--- src/rtl/ps2_rx_frame_if.sv ---
// PS/2 receiver bus: line inputs, frame enable and byte/error outputs.
// master drives the lines, slave is the receiver.
interface ps2_rx_frame_if;
  logic       rx_en;
  logic       ps2d;
  logic       ps2c;
  logic       rx_done_tick;
  logic [7:0] dout;
  logic       parity_err;
  logic       frame_err;

  modport master (
    output rx_en,
    output ps2d,
    output ps2c,
    input  rx_done_tick,
    input  dout,
    input  parity_err,
    input  frame_err
  );

  modport slave (
    input  rx_en,
    input  ps2d,
    input  ps2c,
    output rx_done_tick,
    output dout,
    output parity_err,
    output frame_err
  );
endinterface

--- src/rtl/ps2_rx_frame.sv ---
// PS/2 device-to-host frame receiver with clock deglitch,
// parity/framing/timeout checks ahead of the scan-code FSM.
module ps2_rx_frame #(
  parameter int FILTER_LEN     = 8,
  parameter int TIMEOUT_CYCLES = 100000,
  parameter int CNT_W          = 17
) (
  input logic           clk,
  input logic           reset,
  ps2_rx_frame_if.slave bus
);

  typedef enum logic [1:0] {
    IDLE,
    SHIFT,
    CHECK
  } state_t;

  localparam logic [CNT_W-1:0] TMO_LAST =
    CNT_W'(TIMEOUT_CYCLES - 1);

  logic [1:0]            c_sync;
  logic [1:0]            d_sync;
  logic [FILTER_LEN-1:0] filt_sr;
  logic                  filt_c;
  logic                  filt_c_n;
  logic                  fall_tick;
  logic                  d_s;

  state_t           state, state_n;
  logic [3:0]       bit_cnt, bit_cnt_n;
  logic [CNT_W-1:0] tmo, tmo_n;
  logic             discard, discard_n;
  logic [10:0]      frame, frame_n;
  logic [7:0]       dout_q, dout_n;
  logic             done_q, done_n;
  logic             perr_q, perr_n;
  logic             ferr_q, ferr_n;

  // Lines idle high, so conditioning resets to ones.
  always_ff @(posedge clk) begin
    if (reset) begin
      c_sync  <= '1;
      d_sync  <= '1;
      filt_sr <= '1;
      filt_c  <= 1'b1;
    end else begin
      c_sync  <= {c_sync[0], bus.ps2c};
      d_sync  <= {d_sync[0], bus.ps2d};
      filt_sr <= {filt_sr[FILTER_LEN-2:0], c_sync[1]};
      filt_c  <= filt_c_n;
    end
  end

  always_comb begin
    filt_c_n = filt_c;
    if (&filt_sr)
      filt_c_n = 1'b1;
    else if (~|filt_sr)
      filt_c_n = 1'b0;
  end

  assign fall_tick = filt_c & ~filt_c_n;
  assign d_s       = d_sync[1];

  always_ff @(posedge clk) begin
    if (reset) begin
      state   <= IDLE;
      bit_cnt <= '0;
      tmo     <= '0;
      discard <= 1'b0;
      frame   <= '0;
      dout_q  <= '0;
      done_q  <= 1'b0;
      perr_q  <= 1'b0;
      ferr_q  <= 1'b0;
    end else begin
      state   <= state_n;
      bit_cnt <= bit_cnt_n;
      tmo     <= tmo_n;
      discard <= discard_n;
      frame   <= frame_n;
      dout_q  <= dout_n;
      done_q  <= done_n;
      perr_q  <= perr_n;
      ferr_q  <= ferr_n;
    end
  end

  always_comb begin
    state_n   = state;
    bit_cnt_n = bit_cnt;
    tmo_n     = tmo;
    discard_n = discard;
    frame_n   = frame;
    dout_n    = dout_q;
    done_n    = 1'b0;
    perr_n    = 1'b0;
    ferr_n    = 1'b0;
    unique case (state)
      IDLE: begin
        if (fall_tick) begin
          frame_n   = {d_s, frame[10:1]};
          bit_cnt_n = 4'd9;
          discard_n = ~bus.rx_en;
          tmo_n     = '0;
          state_n   = SHIFT;
        end
      end
      SHIFT: begin
        if (fall_tick) begin
          frame_n = {d_s, frame[10:1]};
          tmo_n   = '0;
          if (bit_cnt == 4'd0)
            state_n = CHECK;
          else
            bit_cnt_n = bit_cnt - 4'd1;
        end else if (tmo == TMO_LAST) begin
          ferr_n  = ~discard;
          state_n = IDLE;
        end else begin
          tmo_n = tmo + 1'b1;
        end
      end
      CHECK: begin
        // A stray fall_tick here is ignored.
        state_n = IDLE;
        if (!discard) begin
          if (frame[0] || !frame[10])
            ferr_n = 1'b1;
          else if (!(^frame[9:1]))
            perr_n = 1'b1;
          else begin
            dout_n = frame[8:1];
            done_n = 1'b1;
          end
        end
      end
      default: state_n = IDLE;
    endcase
  end

  assign bus.rx_done_tick = done_q;
  assign bus.dout         = dout_q;
  assign bus.parity_err   = perr_q;
  assign bus.frame_err    = ferr_q;

endmodule

--- src/flat_wrapper.sv ---
// flat-port wrapper written by rule: the top's interface ports become plain ports
module ps2_rx_frame_flat 
#(
  parameter int FILTER_LEN     = 8,
  parameter int TIMEOUT_CYCLES = 100000,
  parameter int CNT_W          = 17
)
  (clk, reset, bus_rx_en, bus_ps2d, bus_ps2c, bus_rx_done_tick, bus_dout, bus_parity_err, bus_frame_err);
  ps2_rx_frame_if bus_i ();
  input logic clk;
  input logic reset;
  input wire logic [$bits(bus_i.rx_en)-1:0] bus_rx_en;
  input wire logic [$bits(bus_i.ps2d)-1:0] bus_ps2d;
  input wire logic [$bits(bus_i.ps2c)-1:0] bus_ps2c;
  output wire logic [$bits(bus_i.rx_done_tick)-1:0] bus_rx_done_tick;
  output wire logic [$bits(bus_i.dout)-1:0] bus_dout;
  output wire logic [$bits(bus_i.parity_err)-1:0] bus_parity_err;
  output wire logic [$bits(bus_i.frame_err)-1:0] bus_frame_err;
  assign bus_i.rx_en = bus_rx_en;
  assign bus_i.ps2d = bus_ps2d;
  assign bus_i.ps2c = bus_ps2c;
  assign bus_rx_done_tick = bus_i.rx_done_tick;
  assign bus_dout = bus_i.dout;
  assign bus_parity_err = bus_i.parity_err;
  assign bus_frame_err = bus_i.frame_err;
  ps2_rx_frame #(.FILTER_LEN(FILTER_LEN), .TIMEOUT_CYCLES(TIMEOUT_CYCLES), .CNT_W(CNT_W)) u_core (.clk(clk), .reset(reset), .bus(bus_i));
endmodule
--- config.mk ---
export PLATFORM = sky130hd
export DESIGN_NAME = ps2_rx_frame_flat
export DESIGN_NICKNAME = d
export VERILOG_FILES = /design/src/rtl/ps2_rx_frame_if.sv /design/src/rtl/ps2_rx_frame.sv /design/src/flat_wrapper.sv
export SDC_FILE = /design/constraint.sdc
export NUM_CORES = 1
export LEC_CHECK = 0
export ABC_AREA = 1
export BUFFER_PORTS_ARGS = -buffer_cell sky130_fd_sc_hd__clkbuf_2
export CAP_MARGIN = 0
export CORE_ASPECT_RATIO = 1.4
export CORE_UTILIZATION = 30
export DETAILED_ROUTE_END_ITERATION = 6
export GPL_TIMING_DRIVEN = 0
export SLEW_MARGIN = 20
export SYNTH_ARGS = -nofsm -noshare
export SYNTH_HDL_FRONTEND = slang
export SYNTH_SLANG_ARGS = --single-unit
--- constraint.sdc ---
create_clock -name clk -period 2.8 [get_ports clk]
set_input_delay 0.56 -clock clk [delete_from_list [all_inputs] [get_ports clk]]
set_output_delay 0.56 -clock clk [all_outputs]
set_load 0.02 [all_outputs]
# Word level (Yosys, flattened, before mapping)
# Index checks and enable logic that the tools add are counted.
# classes
eq_ne,9
n_addsub,2
mux,22
n_reduce_logical,16
n_bitwise,6
# ops
operator,count
2-to-1 mux 17 bit,3
one-hot mux 17 bit (2 select lines),1
adder 17 x 1 -> 17 bit (second input constant),1
equality test 17 bit (second input constant),1
2-to-1 mux 4 bit,3
parity 9 bit,1
2-to-1 mux 1 bit,8
2-to-1 mux 2 bit,4
one-hot mux 4 bit (2 select lines),1
AND reduction 4 bit,2
AND reduction 8 bit,1
OR reduction 8 bit,1
AND reduction 3 bit,2
inverter 1 bit,5
zero test 4 bit,1
!= test 2 x 1 -> 1 bit (second input constant),2
one-hot mux 2 bit (2 select lines),1
AND reduction 2 bit,2
OR reduction 4 bit,1
subtractor 4 x 1 -> 4 bit (second input constant),1
!= test 3 x 1 -> 1 bit (second input constant),1
!= test 3 x 2 -> 1 bit (second input constant),1
!= test 3 bit (second input constant),1
equality test 2 x 1 -> 1 bit (second input constant),1
9 further kinds,9
# word_totals
word_cells,68
input_bits,5
output_inout_bits,11
reg_bits,59

# Depth between registers and ports, before layout
# logic_depth
ltp_word,7
ltp_mapped,12
depth_no_buf,12

# Worst setup path before layout
# OpenSTA, ideal clock, no wires.
# synth_path
kind,register to register
from,register u_core.tmo[0]
to,register u_core.tmo[10]
t_required_ns,2.689
arrival_time_ns,1.394
path_slack_ns,1.294
stages_incl_launch_ff,12
path_buffers,1
path_cell_list,dfxtp_1 ha_1 nand2_1 nor2_4 inv_2 nor2_2 nand3_2 buf_2 nand3_1 nand2_1 inv_1 nor2_1
# synth_via
elab_chain_len,4
word_cells_on_any_way,7
# synth_lines
element,line,text
"start, declared",ps2_rx_frame.sv:32,"logic [CNT_W-1:0] tmo, tmo_n;"
"start signal, assigned",ps2_rx_frame.sv:80,tmo <= tmo_n;
adder 17 x 1 -> 17 bit,ps2_rx_frame.sv:122,tmo_n = tmo + 1'b1;
2-to-1 mux 17 bit,ps2_rx_frame.sv:118,end else if (tmo == TMO_LAST) begin
2-to-1 mux 17 bit,ps2_rx_frame.sv:111,if (fall_tick) begin
one-hot mux 17 bit (2 select lines),ps2_rx_frame.sv:100,unique case (state)
# Parallel ways exist; a longest one is shown, timed or not. The select of a mux whose other input is x is not followed.
# A chain may end at the register's enable or synchronous reset.

# Worst setup path in the final report
# layout_path
from,register u_core.tmo[0]
to,register u_core.tmo[16]
# The elaborated chain is that of the path after synthesis.

==> impl_results.md <==
* Routed WL per cell at 11.47 µm
* Final #Nets at 518
* Sw Pwr at between 400 and 500 µW
* Share of the synthesized area in the top cell type at 37.84%
* Drt via density at 4.641
* Sequential share of the synthesized area at 37.84%
* Synth Area in XOR/XNOR at 1.122%
* Worst hold path depth at 1
* Antenna viol nets, final at 0
* Post-synthesis compound-gate area fraction at 7.415%
* Routability Congestion at 0.8883
* Switching share of power at 23.68%
* Area growth syn-to-layout at 17.11%
* Comb pwr share at 7.0%
* Simple-Gate Fraction of Synth Area at 40.20%
* Cell Area, Synth at 3122 µm²
* Largest net degree at the start of global routing at 11
* Starting Density at 31.20%
* Number of max-cap violations at 0
* Unique cell type count in the Yosys netlist at 31
* Fillers at 1099
* Status: completed
* Final setup margin at 1.007 ns
* Resized cells post-CTS at 0
* Relative slew margins at 55.52%
* P_leak at around 0.0016 µW
* Clk_skew at between 0.005 and 0.006 ns
* Period utilization at 64.03%
* Clock Latency Late Sink at 0.33 ns
* Diodes inserted at 0
* Core area at 10010 µm²
* Sum of negative setup slack at 0 ns
* Synth top area cells: dfxtp_1, nand2_1, nand3_1
* Total Routing Usage GR at between 10% and 20%
* CP Class: register to register
* Main combinational cell family by area after synthesis: simple AND/OR/NAND/NOR gates
* Post-route minimum period at 1.793 ns
* Cell Int Power at 1572 µW
* Clk network pwr share at 51.0%
* Critical hold path startpoint: u_core.c_sync[1]
* Reg2reg end: u_core.tmo[16]
* Power Density at between 500 and 600 nW/µm²
* Most frequent cell after synthesis: nand2_1
* Number of port buffers at 15
* Die W at slightly below 90 µm
* DR vias at 3003
* Number of enable flip-flop cells after synthesis at 0
* Fin. Hold Viols at 0
* Worst Path Max Fanout at 5
* Die area at 10820 µm²
* Final wirelength at 7422 µm
* Mapped Nets at approximately 490
* WP data required at between 3 and 4 ns
* DRT iter0 DRCs at 209
* Clock Path Buffers at 2
* Postcts setup bufs at 0
* Worst-margin pin slew at approximately 0.66 ns
* Post-synthesis mux area share at 0%
* Worst r2r src: u_core.tmo[0]
* Num Clock Sinks at 59
* Worst-case reg-to-reg path depth at 11
* Area leader, netlist: dfxtp_1
* Hold Path Sink: u_core.filt_sr[0]
* Average size of a mapped cell at about 6.5 µm²
* FF+latch count, synth at 59
* Post-synth top cells: nand2_1, nor2_1, inv_1, dfxtp_1, nand3_1
* Final setup fails at 0
* Synthesis Warnings at 0
* Vias in the first global route at 2748
* Drt first pass iters at 5
* Sequential share of power at roughly two fifths
* CP startpoint kind: register
* Final Slew Violations at 0
* F_max at 557.7 MHz
* Post-synthesis adder-cell area fraction at about 2.4%
* Hpwl dp at 5364 µm
* Layout cells sized above 1 at between 10% and 20%
* Area of the multi-input gates at 1597 µm²
* RSZ-0062 raised after global routing: no
* Async set-or-reset flop fraction in the synthesized netlist at 0%
* Cells after Synth at 481
* Initial antenna violation count at 0
* Global-route wire length before repair at 12520 µm
* Critical path arrival at 2.06 ns
* Critical Path Sink Type: register
* Tot Pwr at 2059 µW
* Row count at 43
* Worst VDD drop at 0.3530 mV
* CTS tree: built
* Place WS at 0.9814 ns
* Total gr overflow at 0
* DRC violations left at 0
* Type of the worst min-delay path: register to register
* I/O pin total at 16
* Htree depth at 3
* Clock-pin slew on the worst setup and hold paths at 0.05 ns
* Post-synth top flop: dfxtp_1
* Die H at 122.7 µm
* Clock root buffer: clkbuf_16
* CTS buffer count at 9
* Reg area at 1181 µm²
* R2R Setup Slk at 1.01 ns
* # hold bufs at CTS at 0
[cell families after synthesis]
logic type                 Yosys count
DFF                                 59
xor gates and xnor gates             4
and+or+nand+nor                    286
buffers and inverters               84
AOI/OAI and AO/OA                   42
adders and majority gates            6
[per-layer routing]
layer	part of all wire, %	up-vias	global-route usage [%]
li1	-	1558	-
met1	45	1350	17.90
met2	49	76	24.71
met3	3.6	19	3.093
met4	3.1	0	8.569
met5	0	-	0
[worst max-delay path, stage by stage, from the launching register on]
cell,delay (ns)
dfxtp_1,0.40
ha_1,0.19
nand2_1,0.11
nor2_4,0.18
nand2_1,0.09
nor2_1,0.27
nand2_1,0.10
nand2_1,0.08
nand3_1,0.07
nor2_1,0.11
nor2_1,0.05
nor2_1,0.08
[how the worst max path moves through the flow]
stage | to | from | depth (start not counted)
4_1_cts | u_core.bit_cnt[1] | u_core.state[1] | 8
6_report | u_core.tmo[16] | u_core.tmo[0] | 11
3_3_place_gp | u_core.bit_cnt[1] | u_core.state[1] | 8
3_5_place_dp | u_core.bit_cnt[1] | u_core.state[1] | 8
5_1_grt | u_core.frame[3] | u_core.state[1] | 8
2_1_floorplan | u_core.tmo[10] | u_core.tmo[0] | 11
[cells in the final DEF (no fill, tap or decap), drive strengths merged]
cell type | synthesis | final
nor2 | 74 | 74
o211ai | 3 | 3
nor4 | 2 | 2
o21ai | 15 | 15
a21oi | 23 | 23
xor2 | 3 | 3
buf | 8 | 8
nand2 | 125 | 125
clkinv | 0 | 4
nor3 | 4 | 4
nor3b | 1 | 1
a211oi | 1 | 1
nand3 | 59 | 59
nand4 | 6 | 6
dfxtp | 59 | 59
or2 | 14 | 14
nand3b | 1 | 1
clkbuf | 8 | 35
ha | 6 | 6
inv | 68 | 68
xnor2 | 1 | 1
[state kept, by name, indices dropped and copies added (netlist names)]
signal	flops
u_core.bus.frame_err	1
u_core.filt_c	1
u_core.state	2
u_core.bus.dout	8
u_core.bit_cnt	4
u_core.c_sync	2
u_core.filt_sr	8
u_core.discard	1
u_core.frame	11
u_core.d_sync	2
u_core.tmo	17
u_core.bus.rx_done_tick	1
u_core.bus.parity_err	1
[cell type report]
type                       count  share of cell area (%)
buffer                        16                   2.430
clock buffer                  12                   7.290
clock inverter                 4                  0.6502
inverter                      68                   6.982
multi-input combinational    338                   43.67
sequential                    59                   32.31
tap                          135                   4.620
timing repair buffer          15                   2.053
[stage by stage]
stage          instances  hold slack [ns]  utilization [%]  cell area (µm²)
6_report             647           0.4112            36.53             3656
5_1_grt              647           0.4162            36.53             3656
4_1_cts              647           0.4108            36.53             3656
3_5_place_dp         631           0.3989            33.63             3366
3_3_place_gp         631           0.3974            33.63             3366
2_1_floorplan        481           0.3895                -             3122
[power by group through the flow]
stage / sequential, µW / clock (µW) / combinational [µW]
floorplan: 879 / 0 / 110
global placement: 882 / 0 / 140
detailed placement: 882 / 0 / 142
CTS: 865 / 1070 / 143
global route: 866 / 1100 / 164
finish: 865 / 1050 / 143
Power figures use the tool's default switching activity.
